File: src/rtl/rt_response_sequencer.sv
// 1553 remote-terminal response sequencer: waits the response gap, then drives
// the word encoder with one status word followed by 0..32 buffered data words.
module rt_response_sequencer #(
  parameter int unsigned RESP_GAP  = 10,
  parameter int unsigned START_TMO = 4
) (
  input  logic        enc_clk,
  input  logic        rst_n,
  input  logic        cmd_valid,
  input  logic [0:15] cmd_word,
  input  logic [0:4]  own_address,
  input  logic [0:10] status_flags,
  input  logic        abort,
  input  logic        enc_busy,
  input  logic [0:15] buf_rd_data,
  output logic        buf_rd_en,
  output logic [4:0]  buf_rd_addr,
  output logic [0:4]  buf_sa,
  output logic        tx_csw,
  output logic        tx_dw,
  output logic [0:15] tx_word,
  output logic        seq_busy,
  output logic        resp_done,
  output logic        resp_err
);

  localparam int unsigned GAP_W = $clog2(RESP_GAP + 1);
  localparam int unsigned TMO_W = $clog2(START_TMO + 1);
  localparam int unsigned CNT_W = 6;

  typedef enum logic [2:0] {
    IDLE, GAP, SW_STROBE, SW_WAIT, FETCH, DW_STROBE, DW_WAIT, DONE
  } state_e;

  state_e             state_q, state_d;
  logic [GAP_W-1:0]   gap_cnt_q, gap_cnt_d;
  logic [TMO_W-1:0]   tmo_cnt_q, tmo_cnt_d;
  logic               rise_q, rise_d;
  logic               ph_q, ph_d;
  logic [CNT_W-1:0]   idx_q, idx_d;
  logic [CNT_W-1:0]   nwords_q, nwords_d;
  logic               timeout_c;
  logic               abort_c;

  logic               buf_rd_en_d, tx_csw_d, tx_dw_d, seq_busy_d, resp_done_d, resp_err_d;
  logic [4:0]         buf_rd_addr_d;
  logic [0:4]         buf_sa_d;
  logic [0:15]        tx_word_d;

  logic [4:0] cmd_rt, cmd_sa, cmd_cnt;
  logic       cmd_tr;
  assign cmd_rt  = cmd_word[0:4];
  assign cmd_tr  = cmd_word[5];
  assign cmd_sa  = cmd_word[6:10];
  assign cmd_cnt = cmd_word[11:15];

  assign abort_c = abort && (state_q != IDLE);

  // State, counters and registered outputs
  always_ff @(posedge enc_clk or negedge rst_n) begin
    if (!rst_n) begin
      state_q     <= IDLE;
      gap_cnt_q   <= '0;
      tmo_cnt_q   <= '0;
      rise_q      <= 1'b0;
      ph_q        <= 1'b0;
      idx_q       <= '0;
      nwords_q    <= '0;
      buf_rd_en   <= 1'b0;
      buf_rd_addr <= '0;
      buf_sa      <= '0;
      tx_csw      <= 1'b0;
      tx_dw       <= 1'b0;
      tx_word     <= '0;
      seq_busy    <= 1'b0;
      resp_done   <= 1'b0;
      resp_err    <= 1'b0;
    end else begin
      state_q     <= state_d;
      gap_cnt_q   <= gap_cnt_d;
      tmo_cnt_q   <= tmo_cnt_d;
      rise_q      <= rise_d;
      ph_q        <= ph_d;
      idx_q       <= idx_d;
      nwords_q    <= nwords_d;
      buf_rd_en   <= buf_rd_en_d;
      buf_rd_addr <= buf_rd_addr_d;
      buf_sa      <= buf_sa_d;
      tx_csw      <= tx_csw_d;
      tx_dw       <= tx_dw_d;
      tx_word     <= tx_word_d;
      seq_busy    <= seq_busy_d;
      resp_done   <= resp_done_d;
      resp_err    <= resp_err_d;
    end
  end

  // Next state and counters
  always_comb begin
    state_d   = state_q;
    gap_cnt_d = gap_cnt_q;
    tmo_cnt_d = tmo_cnt_q;
    rise_d    = rise_q;
    ph_d      = ph_q;
    idx_d     = idx_q;
    nwords_d  = nwords_q;
    timeout_c = 1'b0;
    case (state_q)
      IDLE: begin
        if (cmd_valid && (cmd_rt == own_address) && (cmd_rt != 5'd31)) begin
          state_d   = GAP;
          gap_cnt_d = '0;
          idx_d     = '0;
          if (cmd_tr && (cmd_sa != 5'd0) && (cmd_sa != 5'd31))
            nwords_d = (cmd_cnt == 5'd0) ? CNT_W'(32) : CNT_W'(cmd_cnt);
          else
            nwords_d = '0;
        end
      end
      GAP: begin
        // Hold at the end of the gap while a previously aborted word drains
        if (gap_cnt_q == GAP_W'(RESP_GAP - 1)) begin
          if (!enc_busy) state_d = SW_STROBE;
        end else begin
          gap_cnt_d = gap_cnt_q + GAP_W'(1);
        end
      end
      SW_STROBE, DW_STROBE: begin
        state_d   = (state_q == SW_STROBE) ? SW_WAIT : DW_WAIT;
        tmo_cnt_d = TMO_W'(1);
        rise_d    = 1'b0;
      end
      SW_WAIT, DW_WAIT: begin
        if (!rise_q) begin
          if (enc_busy) begin
            rise_d = 1'b1;
          end else if (tmo_cnt_q >= TMO_W'(START_TMO - 1)) begin
            timeout_c = 1'b1;
            state_d   = IDLE;
          end else begin
            tmo_cnt_d = tmo_cnt_q + TMO_W'(1);
          end
        end else if (!enc_busy) begin
          ph_d = 1'b0;
          if (state_q == SW_WAIT) begin
            state_d = (nwords_q == '0) ? DONE : FETCH;
          end else begin
            idx_d   = idx_q + CNT_W'(1);
            state_d = (idx_d == nwords_q) ? DONE : FETCH;
          end
        end
      end
      FETCH: begin
        if (!ph_q) ph_d = 1'b1;
        else       state_d = DW_STROBE;
      end
      DONE:    state_d = IDLE;
      default: state_d = IDLE;
    endcase
    if (abort_c) begin
      state_d   = IDLE;
      timeout_c = 1'b0;
    end
  end

  // Output next values, registered above
  always_comb begin
    seq_busy_d    = (state_d != IDLE) && (state_d != DONE);
    tx_csw_d      = (state_d == SW_STROBE);
    tx_dw_d       = (state_d == DW_STROBE);
    buf_rd_en_d   = (state_d == FETCH) && !ph_d;
    resp_done_d   = (state_d == DONE);
    resp_err_d    = timeout_c;
    buf_rd_addr_d = buf_rd_addr;
    buf_sa_d      = buf_sa;
    tx_word_d     = tx_word;
    if (state_q == IDLE && state_d == GAP) begin
      buf_sa_d      = cmd_sa;
      buf_rd_addr_d = '0;
    end
    if (state_q == GAP && state_d == SW_STROBE) tx_word_d = {own_address, status_flags};
    if (buf_rd_en_d) buf_rd_addr_d = idx_d[4:0];
    if (state_q == FETCH && ph_q) tx_word_d = buf_rd_data;
    if (abort_c) begin
      seq_busy_d    = 1'b0;
      tx_csw_d      = 1'b0;
      tx_dw_d       = 1'b0;
      buf_rd_en_d   = 1'b0;
      resp_done_d   = 1'b0;
      resp_err_d    = 1'b0;
      buf_rd_addr_d = '0;
      buf_sa_d      = '0;
      tx_word_d     = '0;
    end
  end

endmodule

File: config.mk
export PLATFORM = sky130hd
export DESIGN_NAME = rt_response_sequencer
export DESIGN_NICKNAME = d
export VERILOG_FILES = /design/src/rtl/rt_response_sequencer.sv
export SDC_FILE = /design/constraint.sdc
export NUM_CORES = 1
export LEC_CHECK = 0
export BUFFER_PORTS_ARGS = -buffer_cell sky130_fd_sc_hd__clkbuf_2
export CAP_MARGIN = 20
export CORE_MARGIN = 1.5
export CORE_UTILIZATION = 50
export DETAILED_ROUTE_END_ITERATION = 8
export HOLD_SLACK_MARGIN = 0.15
export PLACE_DENSITY = 0.8
export SLEW_MARGIN = 5
export SYNTH_ARGS = -nofsm -noshare
export SYNTH_HDL_FRONTEND = slang
export SYNTH_SLANG_ARGS = --single-unit
File: constraint.sdc
create_clock -name enc_clk -period 5.9 [get_ports enc_clk]
set_input_delay 1.18 -clock enc_clk [delete_from_list [all_inputs] [get_ports enc_clk]]
set_output_delay 1.18 -clock enc_clk [all_outputs]
set_load 0.005 [all_outputs]
## Yosys cells after proc, flatten, opt, wreduce, memory -nomap -nowiden

Index checks and enable logic that the tools add are counted.
Widths: inputs -> output; s select.

| storage, ports and cells | value |
|---|---|
| flip-flop bits (word level) | 56 |
| bits in latches | 0 |
| bits in writable memories | 0 |
| ROM bits | 0 |
| input bits | 53 |
| output and inout port bits | 32 |
| memories | 0 |

| operators by class | value |
|---|---|
| add/subtract/negate cells | 3 |
| $mul | 0 |
| div/mod/pow operators | 0 |
| order comparisons | 1 |
| equality and inequality tests | 25 |
| shift-type cells | 0 |
| mux-type cells | 52 |
| bitwise gates (word level) | 0 |
| reductions and logical operators | 29 |

Operators by type and width:

| kind | count |
|---|---|
| $mux 16 | 3 |
| $mux 3 | 13 |
| $mux 6 | 6 |
| $mux 5 | 5 |
| $eq 3x3->1 const B | 7 |
| $pmux 3 s6 | 1 |
| $mux 1 | 14 |
| $ne 2x2->1 const B | 7 |
| $pmux 6 s2 | 1 |
| $reduce_bool 3->1 | 4 |
| $logic_and 1x1->1 | 10 |
| $ne 5x5->1 const B | 2 |
| $eq 3x2->1 const B | 3 |
| $mux 4 | 2 |
| $pmux 4 s2 | 1 |
| $reduce_bool 2->1 | 4 |
| $add 6x1->6 const B | 1 |
| $eq 3x1->1 const B | 2 |
| $eq 6x6->1 | 1 |
| $logic_not 6->1 | 1 |
| $mux 2 | 3 |
| $pmux 3 s2 | 1 |
| $eq 5x5->1 | 1 |
| $logic_not 5->1 | 1 |
| 14 further kinds | 16 |

## Longest topological paths before layout

| depth | value |
|---|---|
| word-level depth | 13 |
| gate-level depth with buffers | 11 |

## Worst setup path after synthesis

No wires, ideal clock.

| timing | value |
|---|---|
| path kind | input-to-reg |
| start | in enc_busy |
| end | reg buf_rd_addr[0] |
| arrival time | 3.013 ns |
| data required time | 5.772 ns |
| setup slack | 2.759 ns |
| stages | 7 |
| buffers on the path | 1 |
| cell sequence | buf_2 -> o2111a_1 -> a21o_1 -> or3_1 -> o211a_4 -> nor3b_4 -> mux2_1 |

| on the way | value |
|---|---|
| longest elaborated chain between the ends | 8 |

RTL lines:

| item | line | source |
|---|---|---|
| start: declaration | 14 | `input logic enc_busy,` |
| $mux 3 (on tied branches) | 135, 123, 143 |  |
| $mux 3 (on tied branches) | 134, 122 |  |
| $pmux 3 s6 * | 108 | `case (state_q)` |
| $mux 3 * | 160 | `if (abort_c) begin` |
| via state_d[1] | 35 | `state_e state_q, state_d;` |
| $eq 3x3->1 | 171 | `buf_rd_en_d = (state_d == FETCH) && !ph_d;` |
| $logic_and 1x1->1 | 171 |  |
| $mux 5 | 182 | `if (buf_rd_en_d) buf_rd_addr_d = idx_d[4:0];` |
| $mux 5 | 184 | `if (abort_c) begin` |
| end signal: assignment | 87 | `buf_rd_addr <= buf_rd_addr_d;` |
| end: declaration | 17 | `output logic [4:0] buf_rd_addr,` |

The timed path passes the listed nets; every way through them passes the cells marked *. The select of a mux whose other input is x is not followed.
A chain may end at the register's enable or synchronous reset.

## Final worst setup path

| timing | value |
|---|---|
| start | in enc_busy |
| end | reg tx_word[15] (netlist name) |

| on the way | value |
|---|---|
| longest elaborated chain between the ends | 7 |

RTL lines:

| item | line | source |
|---|---|---|
| $mux 3 (on tied branches) | 135, 123, 143 |  |
| $mux 3 (on tied branches) | 134, 122 |  |
| $pmux 3 s6 * | 108 |  |
| $mux 3 * | 160 |  |
| $eq 3x2->1 * | 181 | `if (state_q == GAP && state_d == SW_STROBE) tx_word_d = {own_address, status_flags};` |
| $logic_and 1x1->1 * | 181 |  |
| $reduce_bool 3->1 (no source line) * | -- |  |
| end signal: assignment | 91 | `tx_word <= tx_word_d;` |
| end: declaration | 21 | `output logic [0:15] tx_word,` |

Every way passes the cells marked *; elsewhere a longest branch is shown, timed or not.

==> impl_metrics.csv <==
group,metric,value,unit
global_route,grt_util_all_layers,21.1,%
sta,grt_setup_unrepaired,"no",
setup_path,r2r-start,"tmo_cnt_q[0]$_DFFE_PN0P_",
clock_network,holdBufCountCts,0,
setup_path,crit_type,"in2reg",
sta,tns,0,ns
synth,synth-edff-count,0,
setup_path,critPathMaxStageDelay,0.82,ns
power,ir_worst_vdd,0.195,mV
sta,setup_viol,0,
status,status,"finished clean",
route,postRouteAntennaNets,0,
place,numPortBuffers,84,
floorplanning,core.rowCount,29,
power,p_per_area,341,nW/µm²
worst_hold_path,hold-path-cell-count,1,
synth,synth-xor-area-share,3.94,%
sta,worst_pin_slew,1.04,ns
clock_network,clock_tree.root_cell,"clkbuf_8",
route,routed_via_density,5.67,
finish,num_antenna_cells,0,
power,clockPowerShare,18.5,%
synth,avgSynthCellArea,10.0,µm²
setup_path,rrSetupSlack,2.67,ns
global_route,antenna_found_initial,0,
sta,post-route-min-period,3.53,ns
power,switchingPower,0.471,mW
synth,ys_seq_area_share,42.0,%
place,hpwl,5320,µm
power,leakagePower,1.83,nW
setup_path,path_max_fanout,20,
sta,fmax,283,MHz
setup_path,critPathCapture,"tx_word[15]$_DFFE_PN0P_",
synth,async_flop_share,100,%
power,comb_power_share,36.5,%
synth,syn_inst,332,
sta,slew_violations,0,
sta,setup_slack,2.37,ns
clock_network,cts_max_level,2,
power,seq_power_share,45.0,%
synth,ys_types,56,
finish,fillerInstances,535,
route,wl_per_cell,14.9,µm
synth,synthSimpleGateAreaFrac,16.4,%
floorplanning,initial_core_util,52.2,%
global_route,grt_max_degree,57,
floorplanning,die_area,7170,µm²
sta,relSlewSlack,30.7,%
floorplanning,die_w,84.7,µm
synth,yosysWarnings,0,
finish,nets,465,
clock_network,cts_tree,"done",
finish,drive_above_1_share,31.9,%
floorplanning,core-area,6390,µm²
clock_network,clk_latency,0.31,ns
run,maxCapViolCount,0,
clock_network,path_clk_slew,0.09,ns
clock_network,post_cts_buffers,0,
sta,hold_viol,0,
clock_network,cts_sinks,56,
global_route,overflow,0,
global_route,first_global_vias,2631,
power,sw_frac_of_total,35.6,%
route,dr.pass1.iters,4,
clock_network,clockBufferDepth,2,
setup_path,worst_ep_arrival_time,3.67,ns
place,dpl_worst_slack,2.10,ns
route,drt_wl_total,7230,µm
synth,synth-compound-area-share,22.5,%
floorplanning,ios,85,
setup_path,crit_required,6.04,ns
sta,skew,0.0106,ns
floorplanning,fp.dieH,84.7,µm
finish,syn_to_final_growth,16.5,%
setup_path,crit_chain,"clkbuf_2 > nor4bb_1 > o22ai_1 > a211oi_1 > nand2b_1 > o211ai_2 > a21o_4 > a211oi_2",
synth,synthAdderAreaFrac,2.78,%
route,vias,2749,
synth,synth_seq_cells,56,
synth,syn-cell-area,3340,µm²
clock_network,cts_resized,0,
place,place_congestion,0.868,
synth,synth_top_family_by_area,"compound AO/OA/AOI/OAI gates",
synth,ys.flop_type,"dfrtp_1",
setup_path,setup.worst_path.start,"enc_busy",
clock_network,cts_buffers,5,
route,drt_iter0_markers,186,
setup_path,rr_worst_depth,9,
sta,fin_crit_sh,59.9,%
synth,syn_nets,390,
setup_path,start_kind,"input port",
worst_hold_path,holdCritPathClass,"reg2reg",
setup_path,slowest_stage,"o211ai_2",
synth,synthMuxAreaShare,6.71,%
power,p_int,0.852,mW
setup_path,reg2reg_to,"tx_word[15]$_DFFE_PN0P_",
setup_path,end_kind,"flip-flop",
global_route,grt_pass1_wl,12200,µm
route,remaining_drc_errors,0,
-- flip-flops by register name, summed over array words and instances (netlist names) --
| signal | flops |
|---|---|
| tx_csw | 1 |
| rise_q | 1 |
| buf_rd_en | 1 |
| nwords_q | 6 |
| resp_done | 1 |
| idx_q | 6 |
| resp_err | 1 |
| gap_cnt_q | 4 |
| ph_q | 1 |
| buf_rd_addr | 5 |
| tmo_cnt_q | 3 |
| state_q | 3 |
| seq_busy | 1 |
| tx_word | 16 |
| buf_sa | 5 |
| tx_dw | 1 |
-- cells in the mapped netlist, drive strengths merged, types with 2 or more instances --
library cell | count | area (µm²)
nand3 | 9 | 45.0
inv | 21 | 78.8
a211oi | 38 | 400
buf | 8 | 70.1
and2 | 5 | 31.3
nor2b | 2 | 12.5
mux2 | 3 | 33.8
or3b | 3 | 26.3
xnor2 | 9 | 78.8
dfrtp | 56 | 1400
nand4 | 5 | 31.3
a21oi | 11 | 55.1
xor2 | 6 | 52.6
or3 | 6 | 37.5
and3 | 2 | 12.5
a21o | 3 | 30.0
nand2b | 7 | 43.8
ha | 5 | 62.6
nor3b | 3 | 33.8
nor2 | 17 | 63.8
maj3 | 3 | 30.0
mux2i | 19 | 190
clkbuf | 11 | 41.3
nor3 | 5 | 35.0
nor4 | 5 | 31.3
o31ai | 2 | 15.0
o211ai | 2 | 20.0
o21ai | 23 | 115
o22ai | 3 | 18.8
nand2 | 26 | 97.6
-- per-stage QoR --
step | instances | hold WS (ns) | util (%) | instance area (µm²) | total power, mW
2_1_floorplan | 332 | 0.476 | - | 3340 | 0.933
6_report | 485 | 0.527 | 60.9 | 3890 | 1.32
3_5_place_dp | 477 | 0.495 | 59.2 | 3780 | 1.09
3_3_place_gp | 477 | 0.503 | 59.2 | 3780 | 1.07
4_1_cts | 485 | 0.515 | 60.9 | 3890 | 1.33
5_1_grt | 485 | 0.551 | 60.9 | 3890 | 1.42
-- cell type report --
cell class,instances,area (µm²),share of cell area (%)
clock buffers,6,72.6,1.87
clock inverters,2,35.0,0.901
inverters,21,78.8,2.03
multi-input cells,236,1760,45.3
flip-flops and latches,56,1400,36.1
well taps,77,96.3,2.48
repair buffers,87,443,11.4
-- how the worst min path moves through the flow --
stage                               start                          to  slack, ns
2_1_floorplan        idx_q[5]$_DFFE_PN0P_        idx_q[5]$_DFFE_PN0P_       0.48
3_3_place_gp         idx_q[5]$_DFFE_PN0P_        idx_q[5]$_DFFE_PN0P_       0.50
3_5_place_dp         idx_q[5]$_DFFE_PN0P_        idx_q[5]$_DFFE_PN0P_       0.50
4_1_cts              idx_q[5]$_DFFE_PN0P_        idx_q[5]$_DFFE_PN0P_       0.51
5_1_grt        buf_rd_addr[1]$_DFFE_PN0P_  buf_rd_addr[1]$_DFFE_PN0P_       0.55
6_report             idx_q[5]$_DFFE_PN0P_        idx_q[5]$_DFFE_PN0P_       0.53
-- cell families (layout without fill, tap and decap cells) --
kind of cell	Yosys count	after routing
AO/OA/AOI/OAI	91	91
adder cells (fa/ha/maj)	8	8
XOR/XNOR	15	15
AND/OR/NAND/NOR	100	100
flip-flops	56	56
multiplexers	22	22
buffers and inverters	40	116
-- layer usage --
layer / vias to the layer above / GRT usage, % / wire [µm]
li1: 1348 / - / -
met1: 1324 / 28.0 / 3240
met2: 69 / 35.1 / 3570
met3: 8 / 4.23 / 326
met4: 0 / 6.16 / 96
met5: - / 0 / 0
-- cells in the final DEF, fill, tap and decap left out, types with 4 or more instances in the layout --
master / instances
nand2_1: 26
dfrtp_1: 56
nand4_1: 5
a21oi_1: 11
mux2i_1: 19
and2_1: 5
nand2b_1: 7
nor2_1: 17
xnor2_1: 9
inv_1: 17
clkbuf_2: 84
a211oi_1: 18
nand3_1: 9
ha_1: 5
xor2_1: 6
a211oi_2: 18
clkbuf_8: 5
o21ai_0: 20
or3_1: 6
inv_2: 4
-- power groups by stage --
stage / sequential, mW / clock [mW] / combinational [mW]
after floorplan: 0.581 / 0 / 0.352
after global placement: 0.601 / 0 / 0.468
after detailed placement: 0.603 / 0 / 0.486
after CTS: 0.596 / 0.252 / 0.488
after global routing: 0.612 / 0.268 / 0.541
final: 0.595 / 0.245 / 0.483
-- worst max-delay path: cells and delay by family --
kind | cells | cell delay [ns]
AOI/OAI and AO/OA | 5 | 1.76
buffers and inverters | 1 | 0.18
and+or+nand+nor | 2 | 0.55
No activity file was read; power rests on OpenSTA's default activity.
